$ cat src/rtl/fc_pkg.sv
// Shared types and constants for the FC output serializer: FSM state encoding
// and signed saturation bounds derived from an output element width.
package fc_pkg;

    typedef enum logic {
        IDLE = 1'b0,
        SEND = 1'b1
    } fc_state_t;

    localparam int DEFAULT_DATA_WIDTH = 8;

    function automatic longint sat_max(input int dw);
        return (longint'(1) << (dw - 1)) - longint'(1);
    endfunction

    function automatic longint sat_min(input int dw);
        return -(longint'(1) << (dw - 1));
    endfunction

    localparam longint DEFAULT_SAT_MAX = sat_max(DEFAULT_DATA_WIDTH);
    localparam longint DEFAULT_SAT_MIN = sat_min(DEFAULT_DATA_WIDTH);

endpackage

$ cat src/rtl/fc_requant.sv
// Combinational single-element requantizer: optional ReLU, round-half-up,
// arithmetic right shift and saturation to a signed DATA_WIDTH result.
module fc_requant
    import fc_pkg::*;
#(
    parameter int ACC_WIDTH  = 32,
    parameter int DATA_WIDTH = 8,
    parameter int SHIFT      = 8,
    parameter int RELU_EN    = 1
) (
    input  logic [ACC_WIDTH-1:0]  acc,
    output logic [DATA_WIDTH-1:0] q
);

    // One guard bit keeps the rounding add from wrapping at the positive extreme.
    localparam logic signed [ACC_WIDTH:0] RND     = ((ACC_WIDTH+1)'(1) << SHIFT) >>> 1;
    localparam logic signed [ACC_WIDTH:0] SAT_MAX = (ACC_WIDTH+1)'(sat_max(DATA_WIDTH));
    localparam logic signed [ACC_WIDTH:0] SAT_MIN = (ACC_WIDTH+1)'(sat_min(DATA_WIDTH));

    logic signed [ACC_WIDTH:0] x;
    logic signed [ACC_WIDTH:0] rounded;
    logic signed [ACC_WIDTH:0] shifted;

    always_comb begin
        x = $signed({acc[ACC_WIDTH-1], acc});
        if ((RELU_EN != 0) && acc[ACC_WIDTH-1]) begin
            x = '0;
        end
        rounded = x + RND;
        shifted = rounded >>> SHIFT;
        q       = shifted[DATA_WIDTH-1:0];
        if (shifted > SAT_MAX) begin
            q = SAT_MAX[DATA_WIDTH-1:0];
        end else if (shifted < SAT_MIN) begin
            q = SAT_MIN[DATA_WIDTH-1:0];
        end
    end

endmodule

$ cat src/rtl/fc_out_serializer.sv
// Serializes one parallel FC result vector into a requantized element stream,
// with a one-deep pending slot so a following vector can stream without a bubble.
module fc_out_serializer
    import fc_pkg::*;
#(
    parameter int NUM_NEURONS = 8,
    parameter int ACC_WIDTH   = 32,
    parameter int DATA_WIDTH  = 8,
    parameter int SHIFT       = 8,
    parameter int RELU_EN     = 1
) (
    input  logic                             clk,
    input  logic                             rst,
    input  logic                             in_valid,
    input  logic [NUM_NEURONS*ACC_WIDTH-1:0] in_vec,
    output logic                             in_ready,
    output logic                             out_valid,
    output logic [DATA_WIDTH-1:0]            out_data,
    output logic                             out_last,
    input  logic                             out_ready,
    output logic                             overflow
);

    localparam int IDX_W = (NUM_NEURONS > 1) ? $clog2(NUM_NEURONS) : 1;
    localparam logic [IDX_W-1:0] LAST_IDX = IDX_W'(NUM_NEURONS - 1);

    fc_state_t                        state_reg;
    logic [NUM_NEURONS*ACC_WIDTH-1:0] active_vec_reg;
    logic [NUM_NEURONS*ACC_WIDTH-1:0] pending_vec_reg;
    logic                             pending_full_reg;
    logic [IDX_W-1:0]                 idx_reg;
    logic                             out_valid_reg;
    logic [DATA_WIDTH-1:0]            out_data_reg;
    logic                             out_last_reg;
    logic                             overflow_reg;

    logic [ACC_WIDTH-1:0] active_elem [NUM_NEURONS];

    genvar gi;
    generate
        for (gi = 0; gi < NUM_NEURONS; gi++) begin : g_unpack
            assign active_elem[gi] = active_vec_reg[gi*ACC_WIDTH +: ACC_WIDTH];
        end
    endgenerate

    logic                  hs;
    logic                  last_hs;
    logic                  capture;
    logic                  take_active;
    logic                  take_pending;
    logic                  promote;
    logic [IDX_W-1:0]      next_idx;
    logic [ACC_WIDTH-1:0]  rq_src;
    logic [DATA_WIDTH-1:0] rq_q;

    assign hs           = out_valid_reg && out_ready;
    assign last_hs      = hs && out_last_reg;
    assign capture      = in_valid && !pending_full_reg;
    // A fresh vector bypasses PENDING whenever ACTIVE is free or is freeing up now.
    assign take_active  = capture && ((state_reg == IDLE) || last_hs);
    assign take_pending = capture && !take_active;
    assign promote      = last_hs && pending_full_reg;
    assign next_idx     = (idx_reg == LAST_IDX) ? '0 : idx_reg + IDX_W'(1);

    // One requantizer serves every load: new vector, promoted vector or next element.
    always_comb begin
        rq_src = active_elem[next_idx];
        if (take_active) begin
            rq_src = in_vec[ACC_WIDTH-1:0];
        end else if (promote) begin
            rq_src = pending_vec_reg[ACC_WIDTH-1:0];
        end
    end

    fc_requant #(
        .ACC_WIDTH (ACC_WIDTH),
        .DATA_WIDTH(DATA_WIDTH),
        .SHIFT     (SHIFT),
        .RELU_EN   (RELU_EN)
    ) u_requant (
        .acc(rq_src),
        .q  (rq_q)
    );

    always_ff @(posedge clk or posedge rst) begin
        if (rst) begin
            state_reg        <= IDLE;
            active_vec_reg   <= '0;
            pending_vec_reg  <= '0;
            pending_full_reg <= 1'b0;
            idx_reg          <= '0;
            out_valid_reg    <= 1'b0;
            out_data_reg     <= '0;
            out_last_reg     <= 1'b0;
            overflow_reg     <= 1'b0;
        end else begin
            if (in_valid && pending_full_reg) begin
                overflow_reg <= 1'b1;
            end
            if (take_pending) begin
                pending_vec_reg  <= in_vec;
                pending_full_reg <= 1'b1;
            end
            case (state_reg)
                IDLE: begin
                    if (take_active) begin
                        active_vec_reg <= in_vec;
                        idx_reg        <= '0;
                        out_valid_reg  <= 1'b1;
                        out_data_reg   <= rq_q;
                        out_last_reg   <= (LAST_IDX == '0);
                        state_reg      <= SEND;
                    end
                end
                SEND: begin
                    if (last_hs) begin
                        idx_reg <= '0;
                        if (take_active) begin
                            active_vec_reg <= in_vec;
                            out_data_reg   <= rq_q;
                            out_last_reg   <= (LAST_IDX == '0);
                        end else if (promote) begin
                            active_vec_reg   <= pending_vec_reg;
                            pending_full_reg <= 1'b0;
                            out_data_reg     <= rq_q;
                            out_last_reg     <= (LAST_IDX == '0);
                        end else begin
                            out_valid_reg <= 1'b0;
                            out_last_reg  <= 1'b0;
                            state_reg     <= IDLE;
                        end
                    end else if (hs) begin
                        idx_reg      <= next_idx;
                        out_data_reg <= rq_q;
                        out_last_reg <= (next_idx == LAST_IDX);
                    end
                end
                default: state_reg <= IDLE;
            endcase
        end
    end

    assign in_ready  = !pending_full_reg;
    assign out_valid = out_valid_reg;
    assign out_data  = out_data_reg;
    assign out_last  = out_last_reg;
    assign overflow  = overflow_reg;

endmodule
$ cat config.mk
export PLATFORM = sky130hd
export DESIGN_NAME = fc_out_serializer
export DESIGN_NICKNAME = d
export VERILOG_FILES = /design/src/rtl/fc_pkg.sv /design/src/rtl/fc_requant.sv /design/src/rtl/fc_out_serializer.sv
export SDC_FILE = /design/constraint.sdc
export NUM_CORES = 1
export LEC_CHECK = 0
export BUFFER_PORTS_ARGS = -buffer_cell sky130_fd_sc_hd__buf_4
export CAP_MARGIN = 20
export CELL_PAD_IN_SITES_DETAIL_PLACEMENT = 1
export CELL_PAD_IN_SITES_GLOBAL_PLACEMENT = 1
export CORE_MARGIN = 3
export CORE_UTILIZATION = 48
export CTS_BUF_LIST = sky130_fd_sc_hd__clkbuf_4 sky130_fd_sc_hd__clkbuf_8
export CTS_CLUSTER_SIZE = 20
export DETAILED_ROUTE_END_ITERATION = 6
export PLACE_DENSITY = 0.83
export SLEW_MARGIN = 20
export SYNTH_ARGS = -nofsm -noshare
export SYNTH_HDL_FRONTEND = slang
export SYNTH_SLANG_ARGS = --single-unit
$ cat constraint.sdc
create_clock -name clk -period 19.6 [get_ports clk]
set_clock_uncertainty 0.2 [all_clocks]
set_input_delay 2.94 -clock clk [delete_from_list [all_inputs] [get_ports clk]]
set_output_delay 2.94 -clock clk [all_outputs]
set_load 0.02 [all_outputs]
### Word level (Yosys, flattened, before mapping)

Cells that the tools add are included.

| operators by class | value |
|---|---|
| $add $sub $neg | 2 |
| multipliers | 0 |
| divide/modulo/power cells | 0 |
| $lt $le $gt $ge | 3 |
| equal/unequal tests | 9 |
| shift-type cells | 0 |
| mux-type cells | 43 |
| bitwise logic cells | 2 |
| reduce and logical (&&, ||, !) cells | 14 |

Operator list:

| cell | count |
|---|---|
| $mux 256 | 4 |
| $pmux 256 s2 | 1 |
| $mux 32 | 4 |
| $bmux 32 s3 | 1 |
| $mux 8 | 7 |
| $add 31x8->32 const B | 1 |
| $mux 31 | 1 |
| $gt 25x8->1 const B | 1 |
| $lt 25x8->1 const B | 1 |
| $mux 1 | 16 |
| $pmux 8 s2 | 1 |
| $mux 3 | 4 |
| $logic_and 1x1->1 | 7 |
| $eq 3x3->1 const B | 2 |
| $ne 2x2->1 const B | 3 |
| $ne 3x1->1 const B | 2 |
| $pmux 1 s2 | 3 |
| $pmux 3 s2 | 1 |
| $reduce_and 3->1 | 2 |
| $ge 4x4->1 const B | 1 |
| $ne 4x2->1 const B | 1 |
| $not 3->4 | 1 |
| $reduce_and 4->1 | 1 |
| $add 3x1->3 const B | 1 |
| other kinds (5) | 6 |

| storage, ports and cells | value |
|---|---|
| register bits | 528 |
| bits in latches | 0 |
| memory bits (writable) | 0 |
| memory bits (read-only) | 0 |
| logic and storage cells | 82 |
| memories | 0 |

### Logic depth before layout (Yosys ltp)

Gate-level depths: netlist of run 1.

| depth | value |
|---|---|
| word-level depth | 17 |
| mapped depth | 21 |

### By module

Synthesis of run 1 repeated with hierarchy kept, for this count alone.

| second synthesis, totals | value |
|---|---|
| cells, all modules | 2421 |
| area total of the unflattened synthesis | 24835.1 µm² |

Modules (own cells, without submodules):

| module | times used | cells each | area an instance (µm²) | seq. area each (µm²) |
|---|---|---|---|---|
| fc_out_serializer | 1 | 2315 | 24094.4 | 13212.7 |
| fc_requant | 1 | 106 | 740.7 | 0.0 |

### Least setup slack after synthesis of run 1

Ideal clock, no wire load.

| timing path | value |
|---|---|
| path kind | input to register |
| start point | input port out_ready |
| end point | register out_data_reg[0], in the netlist out_data[0] |
| library setup time | 0.144 ns |
| arrival | 6.150 ns |
| data required time | 19.256 ns |
| setup slack | 13.106 ns |
| stages on the path | 15 |
| path buffers | 2 |
| cell sequence | and3_1 -> buf_2 -> nand2_1 -> o22a_1 -> a21boi_2 -> clkbuf_1 -> nor2_1 -> ha_1 -> o21ai_0 -> nor3_1 -> or4b_4 -> nor4_4 -> mux2i_1 -> nor4_4 -> a31oi_1 |

| between the ends | value |
|---|---|
| cells in the longest elaborated chain, start to end | 14 |
| elaborated cells on any way between the ends | 23 |

Ends and longest elaborated chain:

| item | RTL line | RTL |
|---|---|---|
| from (decl) | fc_out_serializer.sv:20 | `input logic out_ready,` |
| $logic_and 1x1->1 (*) | fc_out_serializer.sv:56 | `assign hs = out_valid_reg && out_ready;` |
| $logic_and 1x1->1 | fc_out_serializer.sv:57 | `assign last_hs = hs && out_last_reg;` |
| $logic_and 1x1->1 / $logic_or 1x1->1 (equally long branches) | fc_out_serializer.sv:62, fc_out_serializer.sv:60 |  |
| $mux 32 / $logic_and 1x1->1 (equally long branches) | fc_out_serializer.sv:70, fc_out_serializer.sv:60 |  |
| $mux 32 | fc_out_serializer.sv:68 | `if (take_active) begin` |
| $mux 31 | fc_requant.sv:26 | `if ((RELU_EN != 0) && acc[ACC_WIDTH-1]) begin` |
| $add 31x8->32 | fc_requant.sv:29 | `rounded = x + RND;` |
| $lt 25x8->1 | fc_requant.sv:34 | `end else if (shifted < SAT_MIN) begin` |
| $mux 8 | fc_requant.sv:34 |  |
| $mux 8 | fc_requant.sv:32 | `if (shifted > SAT_MAX) begin` |
| $mux 8 | fc_out_serializer.sv:122 | `end else if (promote) begin` |
| $mux 8 | fc_out_serializer.sv:118 | `if (take_active) begin` |
| $mux 8 | fc_out_serializer.sv:116 | `if (last_hs) begin` |
| $pmux 8 s2 | fc_out_serializer.sv:104 | `case (state_reg)` |
| to (signal assigned) | fc_out_serializer.sv:110 | `out_data_reg <= rq_q;` |
| to (signal assigned) | fc_out_serializer.sv:120 | `out_data_reg <= rq_q;` |
| to (signal assigned) | fc_out_serializer.sv:125 | `out_data_reg <= rq_q;` |
| to (decl) | fc_out_serializer.sv:33 | `logic [DATA_WIDTH-1:0] out_data_reg;` |

Every way passes the cells marked *; elsewhere a longest branch is shown, timed or not. The select of a mux whose other input is x is not followed.
A chain may end at the register's enable or synchronous reset.

### Worst setup path after layout of run 1

| timing path | value |
|---|---|
| start point | input port in_valid |
| end point | register out_data_reg[1], in the netlist out_data[1] |

| between the ends | value |
|---|---|
| cells in the longest elaborated chain, start to end | 12 |
| elaborated cells on any way between the ends | 18 |

Ends and longest elaborated chain:

| item | RTL line | RTL |
|---|---|---|
| from (decl) | fc_out_serializer.sv:14 | `input logic in_valid,` |
| $logic_and 1x1->1 (*) | fc_out_serializer.sv:58 | `assign capture = in_valid && !pending_full_reg;` |
| $logic_and 1x1->1 (*) | fc_out_serializer.sv:60 | `assign take_active = capture && ((state_reg == IDLE) \|\| last_hs);` |
| $mux 32 | fc_out_serializer.sv:68 |  |
| $mux 31 | fc_requant.sv:26 |  |
| $add 31x8->32 | fc_requant.sv:29 |  |
| $lt 25x8->1 | fc_requant.sv:34 |  |
| $mux 8 | fc_requant.sv:34 |  |
| $mux 8 | fc_requant.sv:32 |  |
| $mux 8 | fc_out_serializer.sv:122 |  |
| $mux 8 | fc_out_serializer.sv:118 |  |
| $mux 8 | fc_out_serializer.sv:116 |  |
| $pmux 8 s2 | fc_out_serializer.sv:104 |  |

Marks and branches as above.

==> run summary, run 1 <==
Status - completed
Clk slew on worst S/H paths - 0.06 ns
Yosys Warn Count - 0
Most common cell on crit path - buf_4
Die Span X - 211 µm
Register bit total from synthesis - 416
Period minus WS final - 6.88 ns
Global-route wire length before repair - 93.5 mm
WL/cell - 23.8 µm
Fin nets - 2203
CP max stage cell - nand2_1
Clk network pwr share - 27.3%
Placed instance area - 22100 µm²
Total Power - 0.00314 W
Worst Hold Depth - 1
P_leak - 10.5 nW
Cell Int Power - 0.00200 W
Layout area overhead - 17.9%
Syn nets - 2013
Total gr overflow - 0
Net load switching power - 0.00114 W
Most common cell in the netlist - dfrtp_1
R2R depth - 18
Unrepaired setup endpoints after global routing - no
Mean Syn Cell Area - 11.5 µm²
PortBufs - 215
Distinct cells, synth - 71
Cell area after synthesis - 20100 µm²
Largest net degree at the start of global routing - 137
Worst vdd ir - 0.0000609 V
Initial Util - 48.9%
H-tree Lvls - 3
Register area - 10400 µm²
Slew Limit Fails - 0
Achievable frequency - 145 MHz
Area of the multi-input gates - 9140 µm²
Top cells by area, synth - dfrtp_1 52%, mux2i_1 12%, mux2_2 12%
CTS Hold Bufs - 0
Setup violations, final - 0
Site Rows - 74
Final cycle utilization of the critical path - 35.1%
Post-synthesis cell count - 1749
Slew @ Worst Pin - 1.05 ns
GRT Util Overall - 27.1%
Final Hold Violating Endpoints - 0
Worst Path Arrival - 7.14 ns
Worst setup EP type - flop
Max FO, Critical Path - 28
Post-cts sizing count - 0
Slowest stage delay, CP - 0.54 ns
Vias per inst - 5.86
GP Congestion - 0.878
Synth top cells by count - 416 x dfrtp_1, 237 x mux2i_1, 222 x o21ai_0
Sw Ratio - 36.3%
Rel. slew slack - 29.4%
Via count - 14822
Crit Path Class - primary input to flop
Setup TNS - 0 ns
Drt drc - 0
Ys async rst share - 100%
Area leader, netlist - dfrtp_1
Routed WL - 60.3 mm
Post-synth top area share - 51.7%
Crit start category - primary input
Initial DRT Pass Iterations - 5
Worst-skew pair later-pin latency - 0.63 ns
Post-synth EDFFs - 0
Die Height - 211 µm
Core box area - 41100 µm²
CTS tree - yes
Clk buf depth - 3
HPWL after detailed placement - 40.3 mm
Root Driver - clkbuf_8
Max-cap viol count - 0
Power per Cell Area - 133 nW/µm²
Post-CTS Setup Inserts - 0
Hold Path Class - flop to flop
Total CTS buffers - 74
Seq/Total Area, Yosys - 51.7%
Clock sink count - 416
Initial antenna violation count - 4
Combinational Power Share - 35.3%
Die area - 44400 µm²
Number of global-route vias before repair - 16193
Ys flop type - dfrtp_1
Layout cell share with drive strength beyond 1 - 31.3%
I/O Pins - 272
Post-route ant nets - 0
Fillers - 4304
Starting DRT DRC Count - 998
Sequential power share - 37.4%
Post-Route Utilization - 57.7%
Crit-path cells - buf_4 -> nor2b_1 -> o21ai_2 -> buf_4 -> nand2_1 -> o31ai_1 -> nor2_1 -> ha_1 -> o21ai_0 -> nor3_1 -> nand4b_1 -> a221oi_1 -> o2111ai_1 -> nor4_4 -> a31oi_1
Crit path required time - 19.86 ns
Final instance area - 23700 µm²
-- final timing paths --
| kind | from | to | slack, ns |
|---|---|---|---|
| min in group asynchronous | rst | pending_vec_reg[126] | 2.36 |
| hold / removal | overflow | overflow | 0.27 |
| hold reg to reg | overflow | overflow | 0.27 |
| max in group asynchronous | rst | pending_vec_reg[50] | 14.64 |
| setup reg to reg | idx_reg[0] | out_data[1] | 13.18 |
| setup / recovery | in_valid | out_data[1] | 12.72 |
-- cell usage in the layout, fill, tap and decap left out, types with 21 or more instances in the layout --
cell type  count
clkbuf_8      97
o22ai_1       23
mux2_2       207
a211oi_1      36
o21ai_0      222
nor2_1        28
o21a_1        39
buf_4        237
nand2_1      216
mux2i_1      237
clkbuf_4      21
dfrtp_1      416
-- power groups by stage --
stage	sequential [W]	clock, W	combinational [W]
6_report	0.00118	0.000858	0.00111
5_1_grt	0.00120	0.000920	0.00120
4_1_cts	0.00117	0.000877	0.00110
3_5_place_dp	0.00119	0	0.00109
3_3_place_gp	0.00117	0	0.00106
2_1_floorplan	0.00115	0	0.000761
-- per-stage QoR --
stage	std cells	worst slack [ns]	hold WS, ns
floorplan	1749	4.88	0.241
global route	2528	12.38	0.302
global placement	2393	12.21	0.238
detailed placement	2393	12.14	0.263
finish	2530	12.72	0.265
CTS	2524	12.80	0.275
-- area by class of cell --
type,instances,share of cell area [%]
Clock inverter,13,0.411
Clock buffer,118,6.29
Tap cell,532,2.81
Antenna cell,4,0.0422
Sequential cell,416,43.9
Multi-Input combinational cell,1198,38.5
Inverter,7,0.142
Timing Repair Buffer,242,7.88
-- kinds of logic after synthesis --
group | synth area share, %
buffers and inverters | 3.02
muxes | 24.7
DFF | 51.7
adders and majority gates | 0.249
AOI/OAI and AO/OA | 12.1
xor gates and xnor gates | 0.305
and+or+nand+nor | 7.82
-- metal layers --
layer	share of wire (%)	wire (µm)	GRT usage, %	vias up
met1	44	26800	37.8	7643
met5	0.012	7	0	-
met3	4.9	2980	5.17	103
li1	-	-	-	6722
met2	48	29200	43.7	352
met4	2.2	1350	8.06	2
-- critical path: cells and delay by family --
kind / cells / cell delay (ns)
buffers and inverters: 2 / 0.37
AO/OA/AOI/OAI: 6 / 1.18
adder cells (fa/ha/maj): 1 / 0.19
AND/OR/NAND/NOR: 6 / 2.42
Power figures use the tool's default switching activity.
==> run 2: changes to the inputs <==
--- a/config.mk
+++ b/config.mk
@@ -10,11 +10,11 @@
 export CELL_PAD_IN_SITES_DETAIL_PLACEMENT = 1
 export CELL_PAD_IN_SITES_GLOBAL_PLACEMENT = 1
 export CORE_MARGIN = 3
-export CORE_UTILIZATION = 48
+export CORE_UTILIZATION = 43
 export CTS_BUF_LIST = sky130_fd_sc_hd__clkbuf_4 sky130_fd_sc_hd__clkbuf_8
 export CTS_CLUSTER_SIZE = 20
 export DETAILED_ROUTE_END_ITERATION = 6
-export PLACE_DENSITY = 0.83
+export PLACE_DENSITY = 0.78
 export SLEW_MARGIN = 20
 export SYNTH_ARGS = -nofsm -noshare
 export SYNTH_HDL_FRONTEND = slang
==> constraint.sdc (replaced) <==
create_clock -name clk -period 5.7 [get_ports clk]
set_clock_uncertainty 0.2 [all_clocks]
set_input_delay 0.855 -clock clk [delete_from_list [all_inputs] [get_ports clk]]
set_output_delay 0.855 -clock clk [all_outputs]
set_load 0.02 [all_outputs]
==> run 2 against run 1 <==
Effect of this change: final cell count is 3.4% higher; worst setup slack lost 12 ns; via count down 0.19%; sequential share of layout area shrank 0.65 points; sequential cell count unchanged; routed wire length shrank 1.1%; cell area up 1.5%; die area increased by 11%; critical endpoint is now out_data[0].
==> run summary, run 2 (same netlist as run 1, synthesis figures left out) <==
Status - completed
Post-route ant nets - 0
Slew @ Worst Pin - 1.06 ns
Cell count along the critical path - 13
Sequential power share - 36.6%
Drt drc - 0
Final cell count without fillers - 2615
CP delay by family, top - simple AND/OR/NAND/NOR gates
Post-CTS Setup Inserts - 0
Worst Hold Depth - 2
Fillers - 4802
Achievable frequency - 193 MHz
Total Power - 0.0111 W
Clk buf depth - 3
HPWL after detailed placement - 41.4 mm
# placed instances - 2478
Initial antenna violation count - 4
Worst Path Arrival - 5.46 ns
Setup violations, final - 0
Crit path required time - 5.98 ns
Global-route wire length before repair - 93.0 mm
GRT Util Overall - 24.0%
Layout area overhead - 19.7%
Clock sink count - 416
Total CTS buffers - 74
CTS tree - yes
Vias per inst - 5.66
CTS Hold Bufs - 1
CP max stage cell - ha_2
Final Hold Violating Endpoints - 0
Period minus WS final - 5.18 ns
WL/cell - 22.8 µm
Starting DRT DRC Count - 986
Highest-count cells in the layout ignoring fill and taps - 415 x dfrtp_1, 248 x buf_4, 237 x mux2i_1
Core box area - 45800 µm²
PortBufs - 215
Rel. slew slack - 29.3%
I/O Pins - 272
Slowest stage delay, CP - 0.67 ns
Worst vdd ir - 0.000188 V
Initial Util - 44.0%
Post-Route Utilization - 52.6%
Clk slew on worst S/H paths - 0.07 ns
Most common cell after layout, fill and taps aside - dfrtp_1
Unrepaired setup endpoints after global routing - no
RR Startpoint - idx_reg[0]
H-tree Lvls - 3
Layout cell share with drive strength beyond 1 - 31.7%
Hold endpoint - pending_vec_reg[158]
GP Congestion - 0.866
Worst setup EP type - flop
Die area - 49400 µm²
Max FO, Critical Path - 18
Fin nets - 2219
Power per Cell Area - 459 nW/µm²
Die Height - 222 µm
R2R setup slack - 0.52 ns
Final worst slack - 0.521 ns
Final cycle utilization of the critical path - 90.9%
Net load switching power - 0.00395 W
R2R depth - 13
Clk network pwr share - 28.6%
P_leak - 10.6 nW
Via count - 14794
Pre-CTS WS - 0.598 ns
Hold Path Class - primary input to flop
Reg2Reg Capture Point - out_data[0]
Crit start category - flop
Max-cap viol count - 0
Routed WL - 59.6 mm
Total gr overflow - 0
Cell Int Power - 0.00711 W
Worst-skew pair later-pin latency - 0.65 ns
Die Span X - 222 µm
Sw Ratio - 35.7%
Buf/Inv on CP - 1
Crit Path Class - flop to flop
Combinational Power Share - 34.8%
Site Rows - 78
Crit-path cells - ha_1 -> ha_2 -> or2_1 -> buf_4 -> a211oi_1 -> or4_4 -> a21oi_4 -> nor3b_2 -> nand4b_1 -> a221oi_1 -> o2111ai_1 -> nor4_4 -> a31oi_1
Post-cts sizing count - 0
Root Driver - clkbuf_8
Initial DRT Pass Iterations - 5
Slew Limit Fails - 0
Number of global-route vias before repair - 15640
Hold path start - in_vec[158]
Largest net degree at the start of global routing - 232
run 2: cell count changes in the layout (fill, tap and decap cells not counted), sizes merged:
cell	previous run	this run
buf	242	257
bufinv	1	5
clkbuf	118	115
clkinv	9	4
clkinvlp	3	4
diode	4	7
dlygate4sd3	0	1
inv	7	8
run 2: layer usage:
metal  vias to the layer above  wire (µm)  track usage [%]
met5                         -         10                0
met4                         2       1330             7.41
met1                      7630      28000             34.8
met3                        64       2860             4.48
li1                       6767          -                -
met2                       331      27400             36.7
run 2: worst reg2reg max path: stages (launching register included):
cell and delay (ns):
dfrtp_2 0.41, ha_1 0.21, ha_2 0.67, or2_1 0.20, buf_4 0.30, a211oi_1 0.15
or4_4 0.56, a21oi_4 0.26, nor3b_2 0.37, nand4b_1 0.40, a221oi_1 0.41, o2111ai_1 0.22
nor4_4 0.48, a31oi_1 0.17
run 2: cell type report:
type / instances / area (µm²) / area share (%)
sequential: 416 / 10400 / 43.2
antenna: 7 / 17.5 / 0.0727
multi-input combinational: 1198 / 9140 / 37.9
tap: 600 / 751 / 3.12
clock inverter: 14 / 213 / 0.883
timing repair buffer: 258 / 2050 / 8.52
clock buffer: 115 / 1470 / 6.11
inverter: 7 / 30.0 / 0.125
run 2: how the worst max path moves through the flow:
stage | end | start | slack [ns]
5_1_grt | out_data[4] | idx_reg[0] | 0.21
3_5_place_dp | out_data[0] | idx_reg[0] | 0.60
2_1_floorplan | active_vec_reg[103] | rst | -0.96
3_3_place_gp | out_data[1] | idx_reg[0] | 0.70
4_1_cts | out_data[0] | idx_reg[0] | 0.58
6_report | out_data[0] | idx_reg[0] | 0.52
run 2: power groups by stage:
stage | sequential [W] | clock [W] | combinational [W]
after CTS | 0.00404 | 0.00324 | 0.00385
after floorplan | 0.00396 | 0 | 0.00262
after global placement | 0.00403 | 0 | 0.00374
after global routing | 0.00413 | 0.00338 | 0.00419
after detailed placement | 0.00409 | 0 | 0.00382
final | 0.00405 | 0.00316 | 0.00385
run 2: stage by stage:
| stage | cell area, µm² | hold WS (ns) | setup TNS (ns) |
|---|---|---|---|
| 2_1_floorplan | 20100 | 0.241 | -401.26 |
| 5_1_grt | 24100 | 0.206 | 0 |
| 4_1_cts | 24100 | 0.177 | 0 |
| 3_5_place_dp | 22400 | 0.259 | 0 |
| 3_3_place_gp | 22400 | 0.242 | 0 |
| 6_report | 24100 | 0.241 | 0 |
==> run 3: changes to the inputs <==
--- a/config.mk
+++ b/config.mk
@@ -5,16 +5,18 @@
 export SDC_FILE = /design/constraint.sdc
 export NUM_CORES = 1
 export LEC_CHECK = 0
+export ABC_AREA = 1
 export BUFFER_PORTS_ARGS = -buffer_cell sky130_fd_sc_hd__buf_4
 export CAP_MARGIN = 20
 export CELL_PAD_IN_SITES_DETAIL_PLACEMENT = 1
 export CELL_PAD_IN_SITES_GLOBAL_PLACEMENT = 1
 export CORE_MARGIN = 3
-export CORE_UTILIZATION = 43
+export CORE_UTILIZATION = 41
 export CTS_BUF_LIST = sky130_fd_sc_hd__clkbuf_4 sky130_fd_sc_hd__clkbuf_8
 export CTS_CLUSTER_SIZE = 20
 export DETAILED_ROUTE_END_ITERATION = 6
-export PLACE_DENSITY = 0.78
+export HOLD_SLACK_MARGIN = 0.06
+export PLACE_DENSITY = 0.79
 export SLEW_MARGIN = 20
 export SYNTH_ARGS = -nofsm -noshare
 export SYNTH_HDL_FRONTEND = slang
==> run 3 against run 2 <==
Effect of this change: sequential share of layout area decreased by 0.76 points; area after synthesis increased by 3.8%; critical endpoint is now out_data[1]; register-to-register slack gained 0.48 ns; clock-buffer cell count down 1; critical path depth up 10; combinational power is 86% lower; final cell count increased by 26%; power fell by 40%; highest routed layer unchanged; via count grew 26%; first-iteration DRC count rose by 64%; sequential power fell by 23%.
==> run summary, run 3 <==
H-tree Lvls - 3
Status - completed
Die area - 53700 µm²
Layout area overhead - 17.3%
Synth top cells by count - 538 x nand2_1, 416 x dfrtp_1, 384 x nand3_1
Post-cts sizing count - 0
Ys flop type - dfrtp_1
Post-Synth Simple-Gate Area - 25.4%
CTS tree - yes
Highest-count cells in the layout ignoring fill and taps - 534 x nand2_1, 415 x dfrtp_1, 384 x nand3_1
Total Power - 0.00665 W
Worst Path Arrival - 5.02 ns
WL/cell - 22.2 µm
Most common cell in the netlist - nand2_1
Distinct cells, synth - 36
Seq/Total Area, Yosys - 49.8%
Unrepaired setup endpoints after global routing - no
Largest family of logic cells by synthesized area - simple AND/OR/NAND/NOR gates
Post-synth top area share - 49.8%
P_leak - 11.7 nW
Routed WL - 73.0 mm
Vias per inst - 5.65
Synth Area in Compound Gates - 8.77%
Core box area - 50300 µm²
Area leader, netlist - dfrtp_1
Global-route wire length before repair - 112 mm
Final cycle utilization of the critical path - 82.5%
CTS Hold Bufs - 0
Achievable frequency - 213 MHz
Crit path required time - 6.02 ns
Post-synth EDFFs - 0
Clock sink count - 416
Max-cap viol count - 0
Period minus WS final - 4.70 ns
GRT Util Overall - 27.0%
Starting DRT DRC Count - 1621
Mean Syn Cell Area - 8.63 µm²
Total gr overflow - 0
Pre-CTS WS - 1.07 ns
Clk slew on worst S/H paths - 0.06 ns
Final Hold Violating Endpoints - 0
Fillers - 5924
Area of the multi-input gates - 9260 µm²
Total CTS buffers - 74
Final worst slack - 0.999 ns
I/O Pins - 272
Crit Path Class - flop to flop
Post-synthesis cell count - 2421
Fin nets - 2825
Slew @ Worst Pin - 1.00 ns
Setup violations, final - 0
Worst setup EP type - flop
Drt drc - 0
Worst vdd ir - 0.000169 V
Layout cell share with drive strength beyond 1 - 23.6%
Setup TNS - 0 ns
Crit start category - flop
Top cells by area, synth - dfrtp_1 50%, nand2_1 9.7%, mux2_2 9.6%
PortBufs - 215
Initial antenna violation count - 5
Cell area after synthesis - 20900 µm²
Final cell count without fillers - 3287
Synth Area in Adders - 0.240%
Initial DRT Pass Iterations - 5
Mux share of post-synthesis cell area - 9.59%
Number of global-route vias before repair - 19260
Site Rows - 82
Syn nets - 2685
Post-CTS Setup Inserts - 0
GP Congestion - 0.859
Via count - 18579
CP max stage cell - buf_4
Max FO, Critical Path - 33
Worst-skew pair later-pin latency - 0.65 ns
HPWL after detailed placement - 49.4 mm
Register bit total from synthesis - 416
Slew Limit Fails - 0
Most common cell on crit path - nand3_1
Initial Util - 41.6%
Clk buf depth - 3
XOR/XNOR Fraction of Synth Area - 0.0838%
# placed instances - 3157
Post-route ant nets - 0
Root Driver - clkbuf_8
Power per Cell Area - 271 nW/µm²
Yosys Warn Count - 0
Rel. slew slack - 33.2%
Ys async rst share - 100%
Hold Path Class - primary input to async pin
Die Height - 232 µm
Slowest stage delay, CP - 0.49 ns
Die Span X - 232 µm
Crit-path cells - ha_1 -> ha_1 -> inv_1 -> nand2_4 -> buf_4 -> nand2_1 -> nand3_1 -> nand3_1 -> nand3_1 -> nand2_1 -> a21oi_1 -> ha_1 -> nand3_1 -> nor2_2 -> nand2_2 -> nor2_2 -> nand2_1 -> nand2_1 -> nand3_1 -> nor2_1 -> nand3_1 -> nor2_4 -> a21oi_2
Register area - 10400 µm²
Most common cell after layout, fill and taps aside - nand2_1
Largest net degree at the start of global routing - 153
run 3: cell types whose count changed in the layout (fill, tap and decap cells not counted), moves of 16 or more:
cell	change
o22ai_1	-20
nand3_1	+378
nor2_1	+222
a31oi_1	+183
inv_1	+101
nand2_1	+318
a211oi_1	-36
mux2i_1	-237
mux2_2	-29
o21ai_0	-160
o21a_1	-39
o22a_1	-16
run 3: per-stage QoR:
step / util (%) / hold slack, ns / cell area [µm²]
2_1_floorplan: - / 0.254 / 20900
3_3_place_gp: 45.6 / 0.261 / 22900
3_5_place_dp: 45.6 / 0.286 / 22900
4_1_cts: 48.7 / 0.119 / 24500
5_1_grt: 48.8 / 0.171 / 24500
6_report: 48.8 / 0.145 / 24500
run 3: worst paths after layout:
check	to	slack, ns	start	depth (start not counted)
hold / removal	pending_vec_reg[179]	0.14	rst	2
setup / recovery	out_data[1]	1.0	idx_reg[0]	23
max in group asynchronous	pending_vec_reg[89]	3.87	rst	3
hold reg to reg	overflow	0.29	overflow	1
min in group clk	pending_vec_reg[41]	0.25	in_vec[41]	2
setup reg to reg	out_data[1]	1.0	idx_reg[0]	23
run 3: worst max-delay path: cells and delay by family (launching register included):
family,cells,cell delay (ns)
flip-flops,1,0.43
buffers and inverters,2,0.58
AND/OR/NAND/NOR,16,2.48
adder cells (fa/ha/maj),3,0.61
AO/OA/AOI/OAI,2,0.27
run 3: layout make-up:
cell class | instances | share of cell area, %
sequential | 416 | 42.5
multi-input combinational | 1708 | 37.8
timing repair buffer | 247 | 8.14
clock buffer | 114 | 6.02
tap | 672 | 3.43
inverter | 114 | 1.76
clock inverter | 14 | 0.403
antenna | 2 | 0.0204
run 3: metal layers:
metal	global-route usage, %	vias to the layer above	share of wire, %
met5	0	-	0.014
met4	10.6	2	3.6
met3	5.97	126	6.8
met2	41.3	550	45
met1	37.3	9429	45
li1	-	8472	-
run 3: logic make-up (layout without fill, tap and decap cells):
| family | Yosys count | after routing |
|---|---|---|
| other | 0 | 2 |
| AOI/OAI and AO/OA | 300 | 300 |
| and+or+nand+nor | 1224 | 1224 |
| muxes | 178 | 178 |
| xor gates and xnor gates | 2 | 2 |
| buffers and inverters | 297 | 489 |
| adders and majority gates | 4 | 4 |
| DFF | 416 | 416 |
run 3: power by group:
| group | total [W] | internal [W] | switching [W] |
|---|---|---|---|
| Combinational | 0.000549 | 0.000208 | 0.000340 |
| Clock | 0.00299 | 0.00169 | 0.00130 |
| Sequential | 0.00311 | 0.00305 | 0.0000690 |
